`src/rtl/bayes_seq_ctrl.sv`:
```
// bayes_seq_ctrl: sequences log-probability table reads over all
// (class, attribute) pairs. It accumulates one score per class and
// reports the highest-scoring class, keeping the lower index on a tie.
module bayes_seq_ctrl #(
    parameter int NUM_CLASS = 10,
    parameter int NUM_ATTR  = 784,
    parameter int PROB_W    = 16,
    parameter int ACC_W     = 26
) (
    input  logic              clk,
    input  logic              rst,
    input  logic              start,
    input  logic              abort,
    output logic              rd_en,
    output logic [3:0]        c_idx,
    output logic [9:0]        attri_idx,
    input  logic [PROB_W-1:0] prob_data,
    output logic              busy,
    output logic              done,
    output logic [3:0]        result_class,
    output logic [ACC_W-1:0]  result_score
);

    typedef enum logic [1:0] {IDLE, RUN, DRAIN, DONE} state_t;

    localparam logic [3:0] LAST_C = 4'(NUM_CLASS - 1);
    localparam logic [9:0] LAST_A = 10'(NUM_ATTR - 1);
    localparam logic signed [ACC_W-1:0] ACC_MIN = {1'b1, {(ACC_W-1){1'b0}}};

    state_t                   state;
    logic signed [ACC_W-1:0]  acc;
    logic signed [ACC_W-1:0]  best;
    logic [3:0]               best_cls;
    // Tags travelling one cycle behind rd_en, aligned with prob_data.
    logic                     data_vld;
    logic                     data_last;
    logic [3:0]               data_cls;

    logic signed [ACC_W-1:0]  prob_ext;
    logic signed [ACC_W-1:0]  sum;
    logic signed [ACC_W-1:0]  nxt_best;
    logic [3:0]               nxt_cls;

    // Running sum and best-so-far, including the class completing this cycle.
    always_comb begin
        prob_ext = ACC_W'($signed(prob_data));
        sum      = acc + prob_ext;
        nxt_best = best;
        nxt_cls  = best_cls;
        if (data_vld && data_last && (sum > best)) begin
            nxt_best = sum;
            nxt_cls  = data_cls;
        end
    end

    // Sequencer FSM, score accumulation and result registers.
    always_ff @(posedge clk or posedge rst) begin
        if (rst) begin
            state        <= IDLE;
            rd_en        <= 1'b0;
            busy         <= 1'b0;
            done         <= 1'b0;
            c_idx        <= '0;
            attri_idx    <= '0;
            acc          <= '0;
            best         <= ACC_MIN;
            best_cls     <= '0;
            data_vld     <= 1'b0;
            data_last    <= 1'b0;
            data_cls     <= '0;
            result_class <= '0;
            result_score <= '0;
        end else begin
            done      <= 1'b0;
            data_vld  <= rd_en;
            data_last <= (attri_idx == LAST_A);
            data_cls  <= c_idx;
            case (state)
                IDLE: begin
                    if (start) begin
                        state     <= RUN;
                        rd_en     <= 1'b1;
                        busy      <= 1'b1;
                        c_idx     <= '0;
                        attri_idx <= '0;
                        acc       <= '0;
                        best      <= ACC_MIN;
                        best_cls  <= '0;
                    end
                end
                RUN, DRAIN: begin
                    if (abort) begin
                        state    <= IDLE;
                        rd_en    <= 1'b0;
                        busy     <= 1'b0;
                        data_vld <= 1'b0;
                    end else begin
                        if (data_vld) begin
                            acc      <= data_last ? '0 : sum;
                            best     <= nxt_best;
                            best_cls <= nxt_cls;
                        end
                        if (state == RUN) begin
                            if (c_idx == LAST_C && attri_idx == LAST_A) begin
                                state <= DRAIN;
                                rd_en <= 1'b0;
                            end else if (attri_idx == LAST_A) begin
                                attri_idx <= '0;
                                c_idx     <= c_idx + 4'd1;
                            end else begin
                                attri_idx <= attri_idx + 10'd1;
                            end
                        end else begin
                            state        <= DONE;
                            busy         <= 1'b0;
                            done         <= 1'b1;
                            result_class <= nxt_cls;
                            result_score <= nxt_best;
                        end
                    end
                end
                DONE: begin
                    state <= IDLE;
                end
                default: state <= IDLE;
            endcase
        end
    end

endmodule

```
`config.mk`:
```
export PLATFORM = sky130hd
export DESIGN_NAME = bayes_seq_ctrl
export DESIGN_NICKNAME = d
export VERILOG_FILES = /design/src/rtl/bayes_seq_ctrl.sv
export SDC_FILE = /design/constraint.sdc
export NUM_CORES = 1
export LEC_CHECK = 0
export BUFFER_PORTS_ARGS = -buffer_cell sky130_fd_sc_hd__buf_2
export CAP_MARGIN = 25
export CORE_ASPECT_RATIO = 0.75
export CORE_UTILIZATION = 34
export CTS_BUF_LIST = sky130_fd_sc_hd__clkbuf_4 sky130_fd_sc_hd__clkbuf_8 sky130_fd_sc_hd__clkbuf_16
export DETAILED_ROUTE_END_ITERATION = 16
export GPL_TIMING_DRIVEN = 0
export PLACE_DENSITY_LB_ADDON = 0.25
export SLEW_MARGIN = 20
export SYNTH_ARGS = -nofsm -noshare
export SYNTH_HDL_FRONTEND = slang
export SYNTH_SLANG_ARGS = --single-unit
export TNS_END_PERCENT = 1
```
`constraint.sdc`:
```
create_clock -name clk -period 5.91 [get_ports clk]
set_clock_uncertainty 0.05 [all_clocks]
set_input_delay 0.591 -clock clk [delete_from_list [all_inputs] [get_ports clk]]
set_output_delay 0.591 -clock clk [all_outputs]
set_load 0.01 [all_outputs]
```
==> results of run 1 <==
layout by cell type (no fill, tap or decap), types with 28 or more instances in the layout:
| cell type | n |
|---|---|
| ha_1 | 58 |
| nand4_1 | 33 |
| inv_1 | 46 |
| o221ai_1 | 28 |
| nand2_1 | 94 |
| buf_2 | 71 |
| o21ai_1 | 28 |
| dfrtp_1 | 110 |
| a21oi_1 | 36 |
stage by stage:
| stage | instances | worst slack, ns | area, sq um | utilization |
|---|---|---|---|---|
| 2_1_floorplan | 732 | 1.59 | 6990 | - |
| 3_3_place_gp | 1056 | 0.479 | 7650 | 0.378 |
| 3_5_place_dp | 1057 | 0.512 | 7680 | 0.380 |
| 4_1_cts | 1073 | 0.830 | 7960 | 0.394 |
| 5_1_grt | 1073 | 0.474 | 7960 | 0.394 |
| 6_report | 1073 | 0.875 | 7960 | 0.394 |
flip-flops by register name, indices dropped and copies added (netlist names):
signal / cells
result_score: 26
best: 26
result_class: 4
data_last: 1
data_vld: 1
data_cls: 4
state: 2
done: 1
attri_idx: 10
c_idx: 4
rd_en: 1
busy: 1
best_cls: 4
acc: 26
synthesized netlist by cell type (4+ instances only):
| library cell | number |
|---|---|
| a211oi_1 | 4 |
| a21o_1 | 12 |
| a21oi_1 | 36 |
| a22o_1 | 27 |
| and3_1 | 5 |
| buf_2 | 5 |
| clkbuf_1 | 27 |
| dfrtp_1 | 110 |
| ha_1 | 58 |
| inv_1 | 47 |
| mux2i_1 | 27 |
| nand2_1 | 94 |
| nand2b_1 | 6 |
| nand3_1 | 12 |
| nand4_1 | 33 |
| nor2_1 | 27 |
| nor2b_1 | 6 |
| nor3_1 | 12 |
| o211ai_1 | 4 |
| o21ai_0 | 23 |
| o21ai_1 | 28 |
| o221ai_1 | 28 |
| xnor2_1 | 21 |
| xor2_1 | 9 |
power by group:
| part | switching, W | internal [W] | total, W |
|---|---|---|---|
| Sequential | 0.000203 | 0.00109 | 0.00129 |
| Clock | 0.000307 | 0.000299 | 0.000606 |
| Combinational | 0.00185 | 0.00105 | 0.00290 |
metal layers:
| metal | wire length (um) | share of wire | up-vias | track usage |
|---|---|---|---|---|
| met4 | 192 | 0.010 | 0 | 0.0448 |
| met2 | 7610 | 0.41 | 119 | 0.264 |
| met1 | 10100 | 0.54 | 2789 | 0.287 |
| met5 | 0 | 0 | - | 0 |
| met3 | 698 | 0.037 | 17 | 0.0330 |
| li1 | - | - | 2844 | - |
critical path: stages (launching register included):
cell      delay, ns
dfrtp_1        0.35
ha_1           0.22
inv_1          0.07
fa_1           0.40
nand2b_1       0.18
a21oi_1        0.35
o211ai_1       0.21
and2_1         0.22
a21oi_1        0.23
xor2_1         0.37
ha_1           0.32
nand4_1        0.14
or2_1          0.17
nor4_2         0.08
a41oi_1        0.26
or4b_4         0.51
nand2_4        0.15
buf_8          0.18
mux2i_1        0.34
o21ai_1        0.10
path summary, 6_finish.rpt:
| check | depth (start not counted) | end | startpoint |
|---|---|---|---|
| setup / recovery | 19 | result_score[16] | acc[0] |
| hold / removal | 2 | result_score[18] | rst |
| setup reg to reg | 19 | result_score[16] | acc[0] |
| hold reg to reg | 2 | result_score[10] | result_score[10] |
| max in group asynchronous | 3 | best[25] | rst |
| min in group clk | 2 | data_vld | abort |
cells by family (layout without fill, tap and decap cells):
kind of cell,after synthesis,count (layout),share of synthesized area
AOI/OAI and AO/OA,203,203,0.211
xor gates and xnor gates,31,31,0.0399
adders and majority gates,59,59,0.107
buffers and inverters,87,170,0.0574
DFF,111,111,0.397
muxes,27,27,0.0386
and+or+nand+nor,214,214,0.149
final cells by class:
class / instances / area [sq um]
inverters: 47 / 181
repair buffers: 67 / 358
well taps: 258 / 323
clock inverters: 6 / 51.3
flip-flops and latches: 111 / 2780
plain buffers: 40 / 225
fillers: 2019 / 12200
clock buffers: 10 / 233
multi-input cells: 534 / 3810
==> summary.md, run 1 <==
| Metric | Value |
|---|---|
| Outcome | finished, final reports clean |
| Pin slew with the least headroom to its limit | 0.789 ns |
| Area growth from synthesis to layout | 13.9% |
| Pre-Repair DR Iteration Count | 5 |
| Cell type contributing the most total cell area after synthesis | dfrtp_1 |
| Hold buffers post-CTS | 0 |
| Type of the worst setup path | register to register |
| Clock tree root buffer cell | clkbuf_16 |
| Critical path peak fanout | 10 |
| Mapped cell area | 0.00699 sq mm |
| Minimum hold slack | 0.216 ns |
| Detailed Route Iter0 Violations | 402 |
| Number of standard cells after synthesis | 732 |
| Area share of the leading cell type in the synthesized netlist | 0.394 |
| Total number of placement rows | 45 |
| Clock insertion delay at the later pin of the skew report | 0.37 ns |
| Fin. Hold Viols | 0 |
| Number of nets with antenna violations after routing | 0 |
| Post-synthesis register bit count | 111 |
| Arrival time at the worst endpoint | 5.21 ns |
| Drc violations | 0 |
| Max transition margin | 0.472 |
| Routability congestion estimate from global placement | 0.811 |
| Post-CTS sizing | 0 |
| HP Class | input pin to async pin |
| Number of enable-type register cells in the synthesized netlist | 0 |
| RSZ-0062 raised after global routing | no |
| Synth Flop Type | dfrtp_1 |
| Number of clock sinks | 111 |
| Number of post-CTS setup repair buffers | 0 |
| Avg Synthesized Cell Area | 9.55 sq um |
| Count of unique library cells instantiated by Yosys | 72 |
| Net count of the mapped netlist | 811 |
| Clock tree from TritonCTS | built |
| Max Slew Vio Count | 0 |
| Worst vdd ir | 204 uV |
| Number of setup violations in the final report | 0 |
| Total number of vias | 5769 |
| Maximum number of pins on one net before global-route repair | 61 |
| Vias per Instance | 5.38 |
| Layout net count | 889 |
| First-pass GRT wire length | 30.9 mm |
| Detailed placement HPWL | 13.8 mm |
| Die height | 126 um |
| Initial standard-cell utilization of the core | 0.346 |
| Global-route usage over all layers | 0.186 |
| Kind of launch point of the worst setup path | register |
| Antenna violations before repair | 0 |
| Buffer depth of the longest clock path | 2 |
| Leak Pwr | 3.68 nW |
| Die area | 0.0212 sq mm |
| Clock period minus final worst setup slack | 5.03 ns |
| Cts bufs inserted | 9 |
| IO buf count | 66 |
| ANT cells | 0 |
| Placeable core area | 0.0202 sq mm |
| Avg WL per Cell | 17.4 um |
| Number of warnings issued by yosys | 0 |
| Routed wire length | 18.6 mm |
| Largest cells by area after synthesis | dfrtp_1 (39%), ha_1 (10%), nand2_1 (5.0%) |
| Final TNS setup | 0 ns |
| Setup slack of the most critical reg-to-reg path | 0.88 ns |
| Vias in the first global route | 5636 |
| Total global routing overflow | 0 |
| Max-Cap Viols | 0 |
| Count of boundary I/O pins | 67 |
| Required time of the critical path | 6.09 ns |
| H-tree depth | 3 |
| Ratio of total power to cell area | 603 mW/mm^2 |
| Share of flip-flops with an asynchronous set or reset after synthesis | 1.00 |
| Die width | 168 um |
| Part of the Yosys area used for sequential elements | 0.397 |
| CTS clock-pin slew for the worst setup and hold paths | 0.08 ns |
| Overall Power | 0.00480 W |
| Critical path endpoint category | register |
| Fraction of final layout cells sized beyond drive strength 1 | 0.140 |
| Final worst-path cycle share | 0.852 |
| Maximum frequency from static timing analysis | 199 MHz |
Note: power is estimated with default switching activity, not from simulation.
==> inputs of run 2 (changes only) <==
--- a/config.mk
+++ b/config.mk
@@ -8,10 +8,9 @@
 export BUFFER_PORTS_ARGS = -buffer_cell sky130_fd_sc_hd__buf_2
 export CAP_MARGIN = 25
 export CORE_ASPECT_RATIO = 0.75
-export CORE_UTILIZATION = 34
+export CORE_UTILIZATION = 30
 export CTS_BUF_LIST = sky130_fd_sc_hd__clkbuf_4 sky130_fd_sc_hd__clkbuf_8 sky130_fd_sc_hd__clkbuf_16
 export DETAILED_ROUTE_END_ITERATION = 16
-export GPL_TIMING_DRIVEN = 0
 export PLACE_DENSITY_LB_ADDON = 0.25
 export SLEW_MARGIN = 20
 export SYNTH_ARGS = -nofsm -noshare
==> run 2 against run 1 <==
  * Utilization fell by 4.0 points
  * Final area is 0.28% lower
  * Flip-flop and latch count is the same
  * Highest routed layer unchanged
  * Clock-buffer cell count decreased by 1
  * Combinational power shrank 2%
  * Die area is 13% higher
  * Sequential power is essentially flat
==> summary.md, run 2 (same netlist as run 1, synthesis figures left out) <==
| Metric | Value |
|---|---|
| IO buf count | 66 (unchanged) |
| Routed wire length | 17.9 mm (-3.9%) |
| H-tree depth | 3 (unchanged) |
| Startpoint of the most critical setup path | acc[0] |
| Largest regs | acc x26, best x26, result_score x26 |
| Clock tree root buffer cell | clkbuf_16 |
| Final worst-path cycle share | 0.903 (+0.0510) |
| Total number of vias | 5621 (-2.6%) |
| Final core area utilization | 0.354 (-0.0405) |
| Type of the worst setup path | register to register |
| Overall Power | 0.00478 W (-0.40%) |
| Number of nets with antenna violations after routing | 0 (unchanged) |
| Clock Power Share | 0.137 (+0.011) |
| Crit Reg-Reg Startpoint | acc[0] |
| Sequential cell fraction of total power | 0.272 (+0.002) |
| Minimum hold slack | 0.213 ns (-0.00339 ns) |
| Arrival time at the worst endpoint | 5.51 ns (+0.30 ns) |
| Layout net count | 865 (-2.7%) |
| Cts bufs inserted | 9 (unchanged) |
| Antenna violations before repair | 0 (unchanged) |
| Die area | 0.0239 sq mm (+13%) |
| Number of clock sinks | 111 (unchanged) |
| Buffer depth of the longest clock path | 2 (unchanged) |
| Worst vdd ir | 466 uV (+130%) |
| First-pass GRT wire length | 29.5 mm (-4.4%) |
| Clock insertion delay at the later pin of the skew report | 0.36 ns (about the same) |
| Maximum frequency from static timing analysis | 187 MHz (-5.6%) |
| Int Pwr | 0.00250 W (+2.5%) |
| Hold buffers post-CTS | 0 (unchanged) |
| Total global routing overflow | 0 (unchanged) |
| Power share of the combinational group | 0.591 (-0.013) |
| Number of post-CTS setup repair buffers | 0 (unchanged) |
| Routability congestion estimate from global placement | 0.845 (+4.2%) |
| RSZ-0062 raised after global routing | no |
| Detailed placement HPWL | 12.7 mm (-8.1%) |
| Max Slew Vio Count | 0 (unchanged) |
| Drc violations | 0 (unchanged) |
| Leak Pwr | 3.67 nW (-0.41%) |
| Detailed Route Iter0 Violations | 338 (-16%) |
| Maximum number of pins on one net before global-route repair | 75 (+23%) |
| Die height | 134 um (+6.4%) |
| Critical path peak fanout | 33 (+23) |
| Fillers | 2293 (+14%) |
| Kind of launch point of the worst setup path | register |
| Vias per Instance | 5.18 (-3.6%) |
| Post-CTS sizing | 0 (unchanged) |
| Total number of placement rows | 47 (+4.4%) |
| Ratio of total power to cell area | 602 mW/mm^2 (-0.12%) |
| Fin. Hold Viols | 0 (unchanged) |
| ANT cells | 0 (unchanged) |
| Leading cell type in the layout, fill and taps excluded | dfrtp_1 |
| Max-Cap Viols | 0 (unchanged) |
| Critical path endpoint category | register |
| Pre-Repair DR Iteration Count | 4 (-1) |
| Count of boundary I/O pins | 67 (unchanged) |
| HP Class | input pin to async pin |
| Leading cell types in the layout, fill and taps excluded | dfrtp_1 (110), nand2_1 (94), buf_2 (66), ha_1 (57), inv_1 (46) |
| Fraction of final layout cells sized beyond drive strength 1 | 0.152 (+0.0118) |
| Required time of the critical path | 6.09 ns (about the same) |
| Storage element area | 0.00278 sq mm (unchanged) |
| Pin slew with the least headroom to its limit | 0.739 ns (-0.0497 ns) |
| Avg WL per Cell | 16.5 um (-5.0%) |
| Net switching fraction of the power | 0.477 (-0.0147) |
| Clock tree from TritonCTS | built |
| Max transition margin | 0.507 (+0.0351) |
| Placeable core area | 0.0225 sq mm (+11%) |
| Number of setup violations in the final report | 0 (unchanged) |
| Die width | 178 um (+6.4%) |
| Initial standard-cell utilization of the core | 0.311 (-0.0347) |
| Global-route usage over all layers | 0.158 (-0.0280) |
| Clock period minus final worst setup slack | 5.34 ns (+0.301 ns) |
| CTS clock-pin slew for the worst setup and hold paths | 0.08 ns (about the same) |
| Final TNS setup | 0 ns (unchanged) |
| Vias in the first global route | 5338 (-5.3%) |
| Switching power total | 0.00228 W (-3.4%) |
| Area growth from synthesis to layout | 13.5% |
| Multi-input gate area | 0.00382 sq mm (+0.20%) |
| Outcome | finished, final reports clean |
[run 2: stage by stage]
stage	area [sq um]	cells	setup slack (ns)
4_1_cts	7920	1084	0.607
6_report	7940	1085	0.574
5_1_grt	7940	1085	0.143
3_3_place_gp	7610	1068	0.359
3_5_place_dp	7610	1068	0.310
2_1_floorplan	6990	732	1.59
[run 2: final timing paths]
kind	end	slack (ns)	cells after the start
worst max-delay path	result_score[20]	0.57	19
worst min-delay path	busy	0.21	2
worst max register to register	result_score[20]	0.57	19
worst min register to register	result_score[3]	0.43	2
max in group asynchronous	best[25]	4.40	4
min in group clk	result_score[3]	0.43	2
[run 2: layout make-up]
class | instances | share of cell area
Inverter | 47 | 0.0225
Clock inverter | 7 | 0.0109
Sequential cell | 111 | 0.350
Multi-Input combinational cell | 534 | 0.481
Tap cell | 294 | 0.0463
Clock buffer | 9 | 0.0284
Timing Repair Buffer | 83 | 0.0608
[run 2: critical path, stage by stage (launching register included)]
cell	delay [ns]
dfrtp_1	0.35
ha_1	0.20
inv_1	0.07
fa_1	0.40
nand2b_1	0.21
a21oi_1	0.37
o211ai_1	0.21
and2_1	0.22
a21oi_1	0.24
xor2_1	0.35
ha_1	0.32
nand4_1	0.16
or2_1	0.17
nor4_2	0.07
a41oi_1	0.25
or4b_4	0.51
nand2_4	0.37
buf_4	0.37
mux2i_1	0.23
o21ai_1	0.08
[run 2: metal layers]
metal,part of all wire,global-route usage,vias up
met5,0,0,-
met4,0.0090,0.0334,0
met3,0.044,0.0303,14
met2,0.41,0.223,103
met1,0.54,0.244,2701
li1,-,-,2803
[run 2: power by group through the flow]
stage                     Clock, W  Sequential (W)  Combinational (W)
after global routing      0.000701         0.00134            0.00319
after global placement           0         0.00131            0.00282
after CTS                 0.000677         0.00130            0.00284
final                     0.000656         0.00130            0.00283
after detailed placement         0         0.00131            0.00282
after floorplan                  0         0.00132            0.00199
